==> config.mk <==
export PLATFORM = sky130hd
export DESIGN_NAME = rate_limiter_core
export DESIGN_NICKNAME = d
export VERILOG_FILES = /design/src/rtl/rate_limiter_core.sv
export SDC_FILE = /design/constraint.sdc
export NUM_CORES = 1
export LEC_CHECK = 0
export CORE_AREA = 3 3 391 393
export CTS_CLUSTER_DIAMETER = 30
export DETAILED_ROUTE_END_ITERATION = 12
export DIE_AREA = 0 0 394 396
export SLEW_MARGIN = 20
export SYNTH_ARGS = -nofsm -noshare
export SYNTH_HDL_FRONTEND = slang
export SYNTH_SLANG_ARGS = --single-unit
==> constraint.sdc <==
create_clock -name axi_aclk -period 12.1 [get_ports axi_aclk]
set_input_delay 1.815 -clock axi_aclk [delete_from_list [all_inputs] [get_ports axi_aclk]]
set_output_delay 1.815 -clock axi_aclk [all_outputs]
set_load 0.02 [all_outputs]
==> src/rtl/rate_limiter_core.sv <==
// rate_limiter_core: token-bucket rate limiter on an AXI4-Stream packet path.
// Packet starts are gated on a non-negative byte-credit bucket; once a packet
// has started it always runs to completion, driving the bucket negative if
// needed. The handshake path is purely combinational (zero added latency).
module rate_limiter_core #(
    parameter int C_M_AXIS_DATA_WIDTH  = 256,
    parameter int C_S_AXIS_TUSER_WIDTH = 128,
    parameter int C_S_AXI_DATA_WIDTH   = 32
) (
    input  logic                                axi_aclk,
    input  logic                                reset,

    input  logic [C_M_AXIS_DATA_WIDTH-1:0]      s_axis_tdata,
    input  logic [C_M_AXIS_DATA_WIDTH/8-1:0]    s_axis_tkeep,
    input  logic [C_S_AXIS_TUSER_WIDTH-1:0]     s_axis_tuser,
    input  logic                                s_axis_tvalid,
    input  logic                                s_axis_tlast,
    output logic                                s_axis_tready,

    output logic [C_M_AXIS_DATA_WIDTH-1:0]      m_axis_tdata,
    output logic [C_M_AXIS_DATA_WIDTH/8-1:0]    m_axis_tkeep,
    output logic [C_S_AXIS_TUSER_WIDTH-1:0]     m_axis_tuser,
    output logic                                m_axis_tvalid,
    output logic                                m_axis_tlast,
    input  logic                                m_axis_tready,

    input  logic                                cfg_enable,
    input  logic [31:0]                         cfg_tick_period,
    input  logic [31:0]                         cfg_tokens_inc,
    input  logic [31:0]                         cfg_bucket_max,

    output logic [C_S_AXI_DATA_WIDTH-1:0]       stat_pkt_count,
    output logic [C_S_AXI_DATA_WIDTH-1:0]       stat_throttle_cycles
);

    localparam int KEEP_W = C_M_AXIS_DATA_WIDTH / 8;

    localparam logic [0:0] ST_IDLE = 1'b0;
    localparam logic [0:0] ST_PASS = 1'b1;

    logic [0:0]                    state_q, state_d;
    logic signed [33:0]            bucket_q, bucket_d;
    logic [31:0]                   tick_cnt_q, tick_cnt_d;
    logic [C_S_AXI_DATA_WIDTH-1:0] pkt_cnt_q, pkt_cnt_d;
    logic [C_S_AXI_DATA_WIDTH-1:0] thr_cnt_q, thr_cnt_d;

    logic               tick;
    logic               gate_open;
    logic               accept;
    logic signed [33:0] debit;
    logic signed [33:0] inc_ext;
    logic signed [33:0] max_ext;
    logic signed [33:0] bucket_sum;

    // Gate and zero-latency handshake; reset forces both valid and ready low
    always_comb begin
        gate_open     = !reset &&
                        ((state_q == ST_PASS) || !bucket_q[33] || !cfg_enable);
        m_axis_tvalid = s_axis_tvalid & gate_open;
        s_axis_tready = m_axis_tready & gate_open;
        m_axis_tdata  = s_axis_tdata;
        m_axis_tkeep  = s_axis_tkeep;
        m_axis_tuser  = s_axis_tuser;
        m_axis_tlast  = s_axis_tlast;
        accept        = s_axis_tvalid & s_axis_tready;
    end

    // Refill tick: counter wraps to 0 on reaching the programmed period
    always_comb begin
        tick       = (tick_cnt_q >= cfg_tick_period);
        tick_cnt_d = tick ? '0 : tick_cnt_q + 32'd1;
    end

    // Bucket update: credit and debit both land in the same cycle, then clamp
    always_comb begin
        debit = '0;
        if (accept) begin
            for (int unsigned i = 0; i < KEEP_W; i++) begin
                debit = debit + 34'(s_axis_tkeep[i]);
            end
        end
        inc_ext    = tick ? $signed({2'b00, cfg_tokens_inc}) : '0;
        max_ext    = $signed({2'b00, cfg_bucket_max});
        bucket_sum = bucket_q + inc_ext - debit;
        if (!cfg_enable) begin
            bucket_d = max_ext;
        end else if (bucket_sum > max_ext) begin
            bucket_d = max_ext;
        end else begin
            bucket_d = bucket_sum;
        end
    end

    // Packet framing FSM: any accepted beat decides in/out of packet by tlast
    always_comb begin
        state_d = state_q;
        if (accept) begin
            state_d = s_axis_tlast ? ST_IDLE : ST_PASS;
        end
    end

    // Statistics: forwarded packets and cycles a packet start was held back
    always_comb begin
        pkt_cnt_d = pkt_cnt_q;
        thr_cnt_d = thr_cnt_q;
        if (accept && s_axis_tlast) begin
            pkt_cnt_d = pkt_cnt_q + 1'b1;
        end
        if ((state_q == ST_IDLE) && s_axis_tvalid && !gate_open) begin
            thr_cnt_d = thr_cnt_q + 1'b1;
        end
    end

    // State registers with synchronous reset
    always_ff @(posedge axi_aclk) begin
        if (reset) begin
            state_q    <= ST_IDLE;
            bucket_q   <= '0;
            tick_cnt_q <= '0;
            pkt_cnt_q  <= '0;
            thr_cnt_q  <= '0;
        end else begin
            state_q    <= state_d;
            bucket_q   <= bucket_d;
            tick_cnt_q <= tick_cnt_d;
            pkt_cnt_q  <= pkt_cnt_d;
            thr_cnt_q  <= thr_cnt_d;
        end
    end

    assign stat_pkt_count       = pkt_cnt_q;
    assign stat_throttle_cycles = thr_cnt_q;

endmodule

==> metrics.txt, run 1 <==
# TYPE chip_impl_metric gauge
chip_impl_info{name="synth_ff_type",value="dfxtp_1"} 1
chip_impl_metric{name="die_area",unit="sq um"} 156000
chip_impl_metric{name="synth.net_count",unit=""} 2433
chip_impl_metric{name="post_cts_resized",unit=""} 0
chip_impl_metric{name="synth_mux_area_share",unit="%"} 2.46
chip_impl_metric{name="timing.critical_path.required",unit="ns"} 12.46
chip_impl_metric{name="final_layout_setup_total_negative_slack",unit="ns"} 0
chip_impl_info{name="type_of_the_setup_path_with_the_least_slack",value="primary input to flip-flop"} 1
chip_impl_metric{name="synth_largest_type_area_fraction",unit="%"} 22.6
chip_impl_metric{name="setup-violations-final",unit=""} 0
chip_impl_info{name="worst_r2r_endpoint",value="bucket_q[1]"} 1
chip_impl_metric{name="drv_cap",unit=""} 0
chip_impl_metric{name="ratio_of_routed_vias_to_standard_cells",unit=""} 2.97
chip_impl_metric{name="synth-compound-area-share",unit="%"} 9.84
chip_impl_metric{name="cts_buffers",unit=""} 17
chip_impl_metric{name="clock-sinks",unit=""} 131
chip_impl_metric{name="place.detailed.hpwl",unit="mm"} 52.2
chip_impl_metric{name="path_depth",unit=""} 36
chip_impl_metric{name="crit_fanout",unit=""} 19
chip_impl_metric{name="timing.reg2reg.setup_slack",unit="ns"} 4.18
chip_impl_metric{name="number_of_library_cell_types_mapped_by_synthesis",unit=""} 63
chip_impl_metric{name="syn2layout_area_growth",unit="%"} 15.8
chip_impl_metric{name="placed_cells",unit=""} 3549
chip_impl_metric{name="largest_net_degree_at_the_start_of_global_routing",unit=""} 52
chip_impl_metric{name="post-cts-setup-buffer-count",unit=""} 0
chip_impl_metric{name="post_synth_fa_ha_maj_area_fraction",unit="%"} 16.5
chip_impl_metric{name="synth_simple_gate_area_share",unit="%"} 14.6
chip_impl_metric{name="layout_worst_path_cycle_share",unit="%"} 94.5
chip_impl_metric{name="average_wire_per_standard_cell",unit="um"} 16.9
chip_impl_info{name="synth_top_area_cell",value="buf_4"} 1
chip_impl_metric{name="synth.cell_area",unit="sq um"} 13800
chip_impl_info{name="synth_top_family_by_area",value="buffers and inverters"} 1
chip_impl_metric{name="worst_ep_arrival_time",unit="ns"} 11.80
chip_impl_metric{name="worstMarginPinSlew",unit="ns"} 1.07
chip_impl_metric{name="gr-usage-all-layers",unit="%"} 7.62
chip_impl_info{name="tritoncts",value="yes"} 1
chip_impl_metric{name="drive_gt1_share",unit="%"} 3.83
chip_impl_info{name="crit_end",value="bucket_q[1]"} 1
chip_impl_metric{name="postRouteAntennaNets",unit=""} 0
chip_impl_metric{name="routabilityCongestion",unit=""} 0.775
chip_impl_metric{name="die_x",unit="um"} 394
chip_impl_info{name="slowest_stage",value="fa_1"} 1
chip_impl_info{name="rsz_0062_raised_after_global_routing",value="no"} 1
chip_impl_metric{name="grt_pass1_wl",unit="mm"} 81.8
chip_impl_metric{name="synth-edff-count",unit=""} 0
chip_impl_metric{name="drcViolationCount",unit=""} 0
chip_impl_metric{name="insertion_delay",unit="ns"} 0.51
chip_impl_metric{name="final_hold_viol_count",unit=""} 0
chip_impl_metric{name="total_detailed_routing_wirelength",unit="mm"} 60.5
chip_impl_info{name="r2r_start",value="tick_cnt_q[20]"} 1
chip_impl_metric{name="instances_no_fill",unit=""} 3587
chip_impl_metric{name="die_h",unit="um"} 396
chip_impl_info{name="status",value="completed"} 1
chip_impl_metric{name="synth_async_sr_flop_share",unit="%"} 0
chip_impl_metric{name="setup_ws",unit="ns"} 0.661
chip_impl_info{name="root_buffer",value="clkbuf_16"} 1
chip_impl_metric{name="fillerInstances",unit=""} 17400
chip_impl_metric{name="leakage",unit="nW"} 6.27
chip_impl_metric{name="drt_pass1_iterations",unit=""} 5
chip_impl_info{name="hold_class",value="flip-flop to flip-flop"} 1
chip_impl_metric{name="port_buffers",unit=""} 232
chip_impl_metric{name="clk_path_buf_depth",unit=""} 2
chip_impl_metric{name="first_global_vias",unit=""} 10800
chip_impl_metric{name="final_net_count",unit=""} 2234
chip_impl_metric{name="final_core_utilization",unit="%"} 10.7
chip_impl_info{name="layout.cells.most_common",value="clkdlybuf4s50_1"} 1
chip_impl_info{name="cp-end-kind",value="flip-flop"} 1
chip_impl_metric{name="fin_hold_ws",unit="ns"} 0.505
chip_impl_metric{name="worst_path_largest_cell_delay",unit="ns"} 0.59
chip_impl_metric{name="cts-hold-fix-buffers",unit=""} 0
chip_impl_metric{name="synth_xor_xnor_area_share",unit="%"} 7.48
chip_impl_metric{name="postSynthRegisterBits",unit=""} 131
chip_impl_metric{name="cp.buffers_inverters",unit=""} 6
chip_impl_metric{name="grt.overflow.total",unit=""} 0
chip_impl_info{name="crit_path_start_kind",value="primary input"} 1
chip_impl_metric{name="fmax",unit="MHz"} 87.4
chip_impl_metric{name="timing.max_slew.rel_slack",unit="%"} 28.1
chip_impl_metric{name="placeableCoreArea",unit="sq um"} 150000
chip_impl_info{name="crit_path_start",value="s_axis_tkeep[0]"} 1
chip_impl_metric{name="dp_slack",unit="ns"} 0.124
chip_impl_info{name="final_cell_mix",value="clkdlybuf4s50_1, inv_1, nor2_1"} 1
chip_impl_metric{name="vdd_drop_max",unit="uV"} 214
chip_impl_metric{name="num_vias",unit=""} 10600
chip_impl_info{name="critPathTopFamily",value="adder cells"} 1
chip_impl_metric{name="finalWorstPathRequiredPeriod",unit="ns"} 11.44
chip_impl_metric{name="post_synthesis_sequential_area_ratio",unit="%"} 19.0
chip_impl_metric{name="cts.reportedPaths.clkPinSlew",unit="ns"} 0.07
chip_impl_metric{name="worst_clock_skew",unit="ns"} 0.0229
chip_impl_metric{name="floorplan.rows",unit=""} 142
chip_impl_info{name="netlist_top_cells_area",value="buf_4, dfxtp_1, ha_1, inv_1, xor2_1"} 1
chip_impl_metric{name="syn-instance-count",unit=""} 1751
chip_impl_metric{name="synth.avg_cell_area",unit="sq um"} 7.89
chip_impl_metric{name="yosysWarnings",unit=""} 0
chip_impl_metric{name="h-tree-depth",unit=""} 4
chip_impl_metric{name="first_iter_violations",unit=""} 413
chip_impl_metric{name="worstRegToRegCells",unit=""} 27
chip_impl_metric{name="antenna_found_initial",unit=""} 34
chip_impl_metric{name="power_per_cell_area",unit="nW/um^2"} 215
chip_impl_metric{name="start_util",unit="%"} 9.23
chip_impl_info{name="crit_path_frequent_cell",value="fa_1"} 1
chip_impl_metric{name="boundaryPins",unit=""} 1001
chip_impl_metric{name="finalMaxSlewViolations",unit=""} 0
-- registers in the layout, indices dropped and copies added (netlist names) --
register / flops
bucket_q: 34
state_q: 1
stat_throttle_cycles: 32
stat_pkt_count: 32
tick_cnt_q: 32
-- kinds of logic after synthesis --
family / count (synthesis)
XOR/XNOR: 118
multiplexers: 34
buffers and inverters: 676
AND/OR/NAND/NOR: 411
AO/OA/AOI/OAI: 217
flip-flops: 131
adder cells (fa/ha/maj): 164
-- worst min path at each step --
stage | start | depth (start not counted) | to
floorplan | tick_cnt_q[0] | 1 | tick_cnt_q[0]
global placement | stat_throttle_cycles[7] | 2 | stat_throttle_cycles[7]
detailed placement | stat_pkt_count[31] | 2 | stat_pkt_count[31]
CTS | stat_throttle_cycles[7] | 2 | stat_throttle_cycles[7]
global route | state_q | 2 | state_q
finish | stat_throttle_cycles[7] | 2 | stat_throttle_cycles[7]
-- cell usage after synthesis, types with 5 or more instances --
library cell	count
ha_1	134
nand3_1	35
and4_1	5
nor2_1	138
nand2_1	78
buf_4	417
inv_1	217
or3_1	11
clkbuf_1	33
nor2b_1	8
nor3_1	18
o211ai_1	8
dfxtp_1	131
nand4_1	35
and2_1	6
xor2_1	79
nand2b_1	6
nor4_1	33
mux2i_1	34
xnor2_1	39
a21oi_1	52
fa_1	30
a21o_1	30
o21a_1	9
a211oi_1	16
o21ai_0	64
and3_1	21
-- worst reg2reg max path: cells and delay by family, from the launching register on --
kind | cells | cell delay (ns)
fa+ha+maj | 4 | 1.35
xor+xnor | 1 | 0.18
compound gates | 10 | 3.00
simple gates | 9 | 2.37
flops | 1 | 0.38
buf+inv | 2 | 0.31
mux | 1 | 0.20
-- area by class of cell --
class	count	area [sq um]	share of cell area, %
Antenna cell	6	15.0	0.0938
Clock buffer	17	425	2.66
Clock inverter	15	169	1.06
Inverter	217	815	5.09
Multi-Input combinational cell	944	7050	44.0
Sequential cell	131	2620	16.4
Tap cell	2016	2520	15.8
Timing Repair Buffer	241	2390	14.9
-- power by group --
part	total [mW]	switching, mW	internal (mW)
Combinational	2.39	1.37	1.02
Sequential	0.503	0.0198	0.484
Clock	0.555	0.263	0.292
Total	3.45	1.65	1.79
-- per-stage QoR --
| stage | instance area (sq um) | total power [mW] |
|---|---|---|
| finish | 16000 | 3.45 |
| global route | 16000 | 3.84 |
| CTS | 16000 | 3.49 |
| detailed placement | 15400 | 2.89 |
| global placement | 15400 | 2.86 |
| floorplan | 13800 | 2.59 |
-- routing by layer --
layer	track usage, %	vias to the layer above	wire length [um]	share of wire [%]
li1	-	4944	-	-
met5	0.462	-	149	0.25
met2	10.9	685	25000	41
met1	8.43	4833	24100	40
met4	3.33	14	2220	3.7
met3	5.54	164	8980	15
No activity file was read; power rests on OpenSTA's default activity.
==> run 2: changes to the inputs <==
Settings changed: ABC_AREA set to 1, CORE_AREA 3 3 391 393 to 3 3 390 392, DIE_AREA 0 0 394 396 to 0 0 393 395.
==> run 2 against run 1 <==
Largest cell class unchanged; global-route usage is 0.40 points higher; register-to-register slack better by 1.3 ns; total power is 6.0% higher; via count is 20% higher; largest power group unchanged; core utilization is 0.73 points higher; highest routed layer unchanged; first-iteration DRC count is 41% higher.
==> metrics.txt, run 2 <==
# TYPE chip_impl_metric gauge
chip_impl_info{name="status",value="completed"} 1
chip_impl_metric{name="cts_buffers",unit=""} 17
chip_impl_metric{name="placed_cell_area",unit="sq um"} 16500
chip_impl_info{name="crit_path_start_kind",value="primary input"} 1
chip_impl_metric{name="postLayoutCellArea",unit="sq um"} 17000
chip_impl_metric{name="drcViolationCount",unit=""} 0
chip_impl_metric{name="post_cts_resized",unit=""} 0
chip_impl_info{name="synth_common_cells",value="buf_4, inv_1, nand2_1"} 1
chip_impl_metric{name="die_h",unit="um"} 395
chip_impl_metric{name="timing.max_slew.rel_slack",unit="%"} 40.3
chip_impl_metric{name="net-switching-power",unit="mW"} 1.94
chip_impl_info{name="worstHoldStart",value="tick_cnt_q[0]"} 1
chip_impl_metric{name="clock-sinks",unit=""} 131
chip_impl_metric{name="finalMaxSlewViolations",unit=""} 0
chip_impl_metric{name="min_delay_path_depth",unit=""} 1
chip_impl_metric{name="setup-violations-final",unit=""} 0
chip_impl_metric{name="power_per_cell_area",unit="nW/um^2"} 215
chip_impl_metric{name="synth-edff-count",unit=""} 0
chip_impl_metric{name="final_layout_setup_total_negative_slack",unit="ns"} 0
chip_impl_metric{name="fillerInstances",unit=""} 17400
chip_impl_info{name="final_cell_mix",value="inv_1, nand2_1, clkdlybuf4s50_1"} 1
chip_impl_metric{name="setup_ws",unit="ns"} 1.63
chip_impl_metric{name="antenna_found_initial",unit=""} 23
chip_impl_metric{name="synth.net_count",unit=""} 2890
chip_impl_info{name="root_buffer",value="clkbuf_16"} 1
chip_impl_metric{name="number_of_library_cell_types_mapped_by_synthesis",unit=""} 48
chip_impl_metric{name="worstMarginPinSlew",unit="ns"} 0.895
chip_impl_metric{name="largest_net_degree_at_the_start_of_global_routing",unit=""} 67
chip_impl_metric{name="first_iter_violations",unit=""} 582
chip_impl_metric{name="placeableCoreArea",unit="sq um"} 149000
chip_impl_metric{name="ratio_of_routed_vias_to_standard_cells",unit=""} 3.21
chip_impl_metric{name="power_frac_seq",unit="%"} 13.8
chip_impl_metric{name="synth_async_sr_flop_share",unit="%"} 0
chip_impl_metric{name="yosysWarnings",unit=""} 0
chip_impl_info{name="type_of_the_setup_path_with_the_least_slack",value="primary input to flip-flop"} 1
chip_impl_metric{name="grt_pass1_wl",unit="mm"} 86.9
chip_impl_info{name="r2r_start",value="tick_cnt_q[31]"} 1
chip_impl_metric{name="cts-hold-fix-buffers",unit=""} 0
chip_impl_info{name="synthMostInstantiatedCell",value="buf_4"} 1
chip_impl_metric{name="syn-instance-count",unit=""} 2208
chip_impl_info{name="cp-end-kind",value="flip-flop"} 1
chip_impl_metric{name="largest_register_ffs",unit=""} 34
chip_impl_metric{name="crit_fanout",unit=""} 31
chip_impl_metric{name="vdd_drop_max",unit="uV"} 178
chip_impl_metric{name="combPwrFrac",unit="%"} 71.9
chip_impl_metric{name="worstRegToRegCells",unit=""} 34
chip_impl_metric{name="drt_pass1_iterations",unit=""} 5
chip_impl_metric{name="fmax",unit="MHz"} 95.5
chip_impl_metric{name="pwr-share-clk",unit="%"} 14.3
chip_impl_metric{name="drive_gt1_share",unit="%"} 4.34
chip_impl_metric{name="syn2layout_area_growth",unit="%"} 13.5
chip_impl_metric{name="netSwitchingFraction",unit="%"} 53.1
chip_impl_info{name="tritoncts",value="yes"} 1
chip_impl_metric{name="finalWorstPathRequiredPeriod",unit="ns"} 10.47
chip_impl_metric{name="internal_power",unit="mW"} 1.71
chip_impl_info{name="timing.hold.worst_endpoint",value="tick_cnt_q[0]"} 1
chip_impl_info{name="synth_top_area_cell",value="buf_4"} 1
chip_impl_metric{name="grt.overflow.total",unit=""} 0
chip_impl_metric{name="gr-usage-all-layers",unit="%"} 8.02
chip_impl_metric{name="leakage",unit="nW"} 6.98
chip_impl_metric{name="postSynthRegisterBits",unit=""} 131
chip_impl_metric{name="synth.cell_area",unit="sq um"} 15000
chip_impl_metric{name="post_synthesis_sequential_area_ratio",unit="%"} 17.5
chip_impl_metric{name="boundaryPins",unit=""} 1001
chip_impl_info{name="synth_ff_type",value="dfxtp_1"} 1
chip_impl_metric{name="report.power.total",unit="mW"} 3.65
chip_impl_metric{name="average_wire_per_standard_cell",unit="um"} 16.1
chip_impl_metric{name="drv_cap",unit=""} 0
chip_impl_info{name="worst_r2r_endpoint",value="bucket_q[5]"} 1
chip_impl_metric{name="postRouteAntennaNets",unit=""} 0
chip_impl_info{name="netlist_top_cells_area",value="buf_4, dfxtp_1, ha_1, inv_1, nand2_1"} 1
chip_impl_metric{name="synth.avg_cell_area",unit="sq um"} 6.79
chip_impl_metric{name="port_buffers",unit=""} 232
chip_impl_metric{name="dp_slack",unit="ns"} 1.08
chip_impl_info{name="slowest_stage",value="fa_1"} 1
chip_impl_metric{name="register_area",unit="sq um"} 2620
chip_impl_metric{name="instances_no_fill",unit=""} 3976
chip_impl_metric{name="num_vias",unit=""} 12700
chip_impl_metric{name="worst_clock_skew",unit="ns"} 0.0114
chip_impl_metric{name="timing.reg2reg.setup_slack",unit="ns"} 5.43
chip_impl_metric{name="layout_worst_path_cycle_share",unit="%"} 86.5
chip_impl_metric{name="place.detailed.hpwl",unit="mm"} 54.9
chip_impl_metric{name="floorplan.rows",unit=""} 142
chip_impl_metric{name="insertion_delay",unit="ns"} 0.48
chip_impl_metric{name="post-cts-setup-buffer-count",unit=""} 0
chip_impl_info{name="rsz_0062_raised_after_global_routing",value="no"} 1
chip_impl_info{name="hold_class",value="flip-flop to flip-flop"} 1
chip_impl_metric{name="timing.critical_path.required",unit="ns"} 12.47
chip_impl_metric{name="synth_largest_type_area_fraction",unit="%"} 21.0
chip_impl_metric{name="first_global_vias",unit=""} 12500
chip_impl_metric{name="final_net_count",unit=""} 2701
chip_impl_metric{name="final_hold_viol_count",unit=""} 0
chip_impl_metric{name="die_x",unit="um"} 393
chip_impl_metric{name="cts.reportedPaths.clkPinSlew",unit="ns"} 0.07
chip_impl_info{name="crit_path_frequent_cell",value="fa_1"} 1
chip_impl_metric{name="die_area",unit="sq um"} 155000
chip_impl_metric{name="routabilityCongestion",unit=""} 0.869
chip_impl_info{name="layout.cells.most_common",value="inv_1"} 1
chip_impl_metric{name="total_detailed_routing_wirelength",unit="mm"} 64.1
chip_impl_info{name="top_register",value="bucket_q"} 1
chip_impl_metric{name="multi_input_area",unit="sq um"} 7560
chip_impl_metric{name="worst_path_largest_cell_delay",unit="ns"} 0.68
chip_impl_metric{name="h-tree-depth",unit=""} 4
chip_impl_metric{name="worst_ep_arrival_time",unit="ns"} 10.84
chip_impl_metric{name="clk_path_buf_depth",unit=""} 2
chip_impl_metric{name="start_util",unit="%"} 10.1
chip_impl_metric{name="placed_cells",unit=""} 3944
==> run 2: per-stage QoR <==
step	hold WS, ns	util (%)
CTS	0.474	11.4
global placement	0.454	11.1
detailed placement	0.459	11.1
global route	0.493	11.4
finish	0.467	11.4
floorplan	0.430	-
==> run 2: area by class of cell <==
type / instances / area share, %
inverter: 398 / 8.77
clock inverter: 10 / 0.522
tap: 1944 / 14.3
timing repair buffer: 241 / 14.0
clock buffer: 19 / 2.60
sequential: 131 / 15.4
antenna: 3 / 0.0441
multi-input combinational: 1230 / 44.4
==> run 2: critical path: cells and delay by family <==
kind / cells / cell delay (ns)
AO/OA/AOI/OAI: 6 / 0.96
buffers and inverters: 8 / 1.35
adder cells (fa/ha/maj): 11 / 4.68
AND/OR/NAND/NOR: 15 / 1.80
XOR/XNOR: 1 / 0.21
==> run 2: routing by layer <==
layer / track usage [%] / wire, um / vias up
met3: 5.19 / 8880 / 222
li1: - / - / 6102
met2: 11.4 / 26000 / 682
met4: 5.69 / 4390 / 28
met5: 0.470 / 244 / -
met1: 8.48 / 24600 / 5715
==> run 2: worst max path at each step <==
stage / end / depth (start not counted) / startpoint
floorplan: bucket_q[10] / 42 / s_axis_tkeep[0]
global placement: bucket_q[11] / 41 / s_axis_tkeep[23]
detailed placement: bucket_q[5] / 41 / s_axis_tkeep[23]
CTS: bucket_q[32] / 42 / s_axis_tkeep[23]
global route: bucket_q[19] / 47 / s_axis_tkeep[23]
finish: bucket_q[5] / 41 / s_axis_tkeep[23]
==> run 2: power by group through the flow <==
stage | clock (mW) | sequential, mW | combinational [mW]
floorplan | 0 | 0.510 | 2.26
global placement | 0 | 0.515 | 2.56
detailed placement | 0 | 0.516 | 2.61
CTS | 0.561 | 0.506 | 2.63
global route | 0.566 | 0.510 | 3.02
finish | 0.523 | 0.505 | 2.63
==> run 2: logic make-up after synthesis <==
logic type / share of synthesized area [%]
flops: 17.5
xor+xnor: 4.32
compound gates: 8.97
buf+inv: 32.1
simple gates: 21.9
fa+ha+maj: 15.2
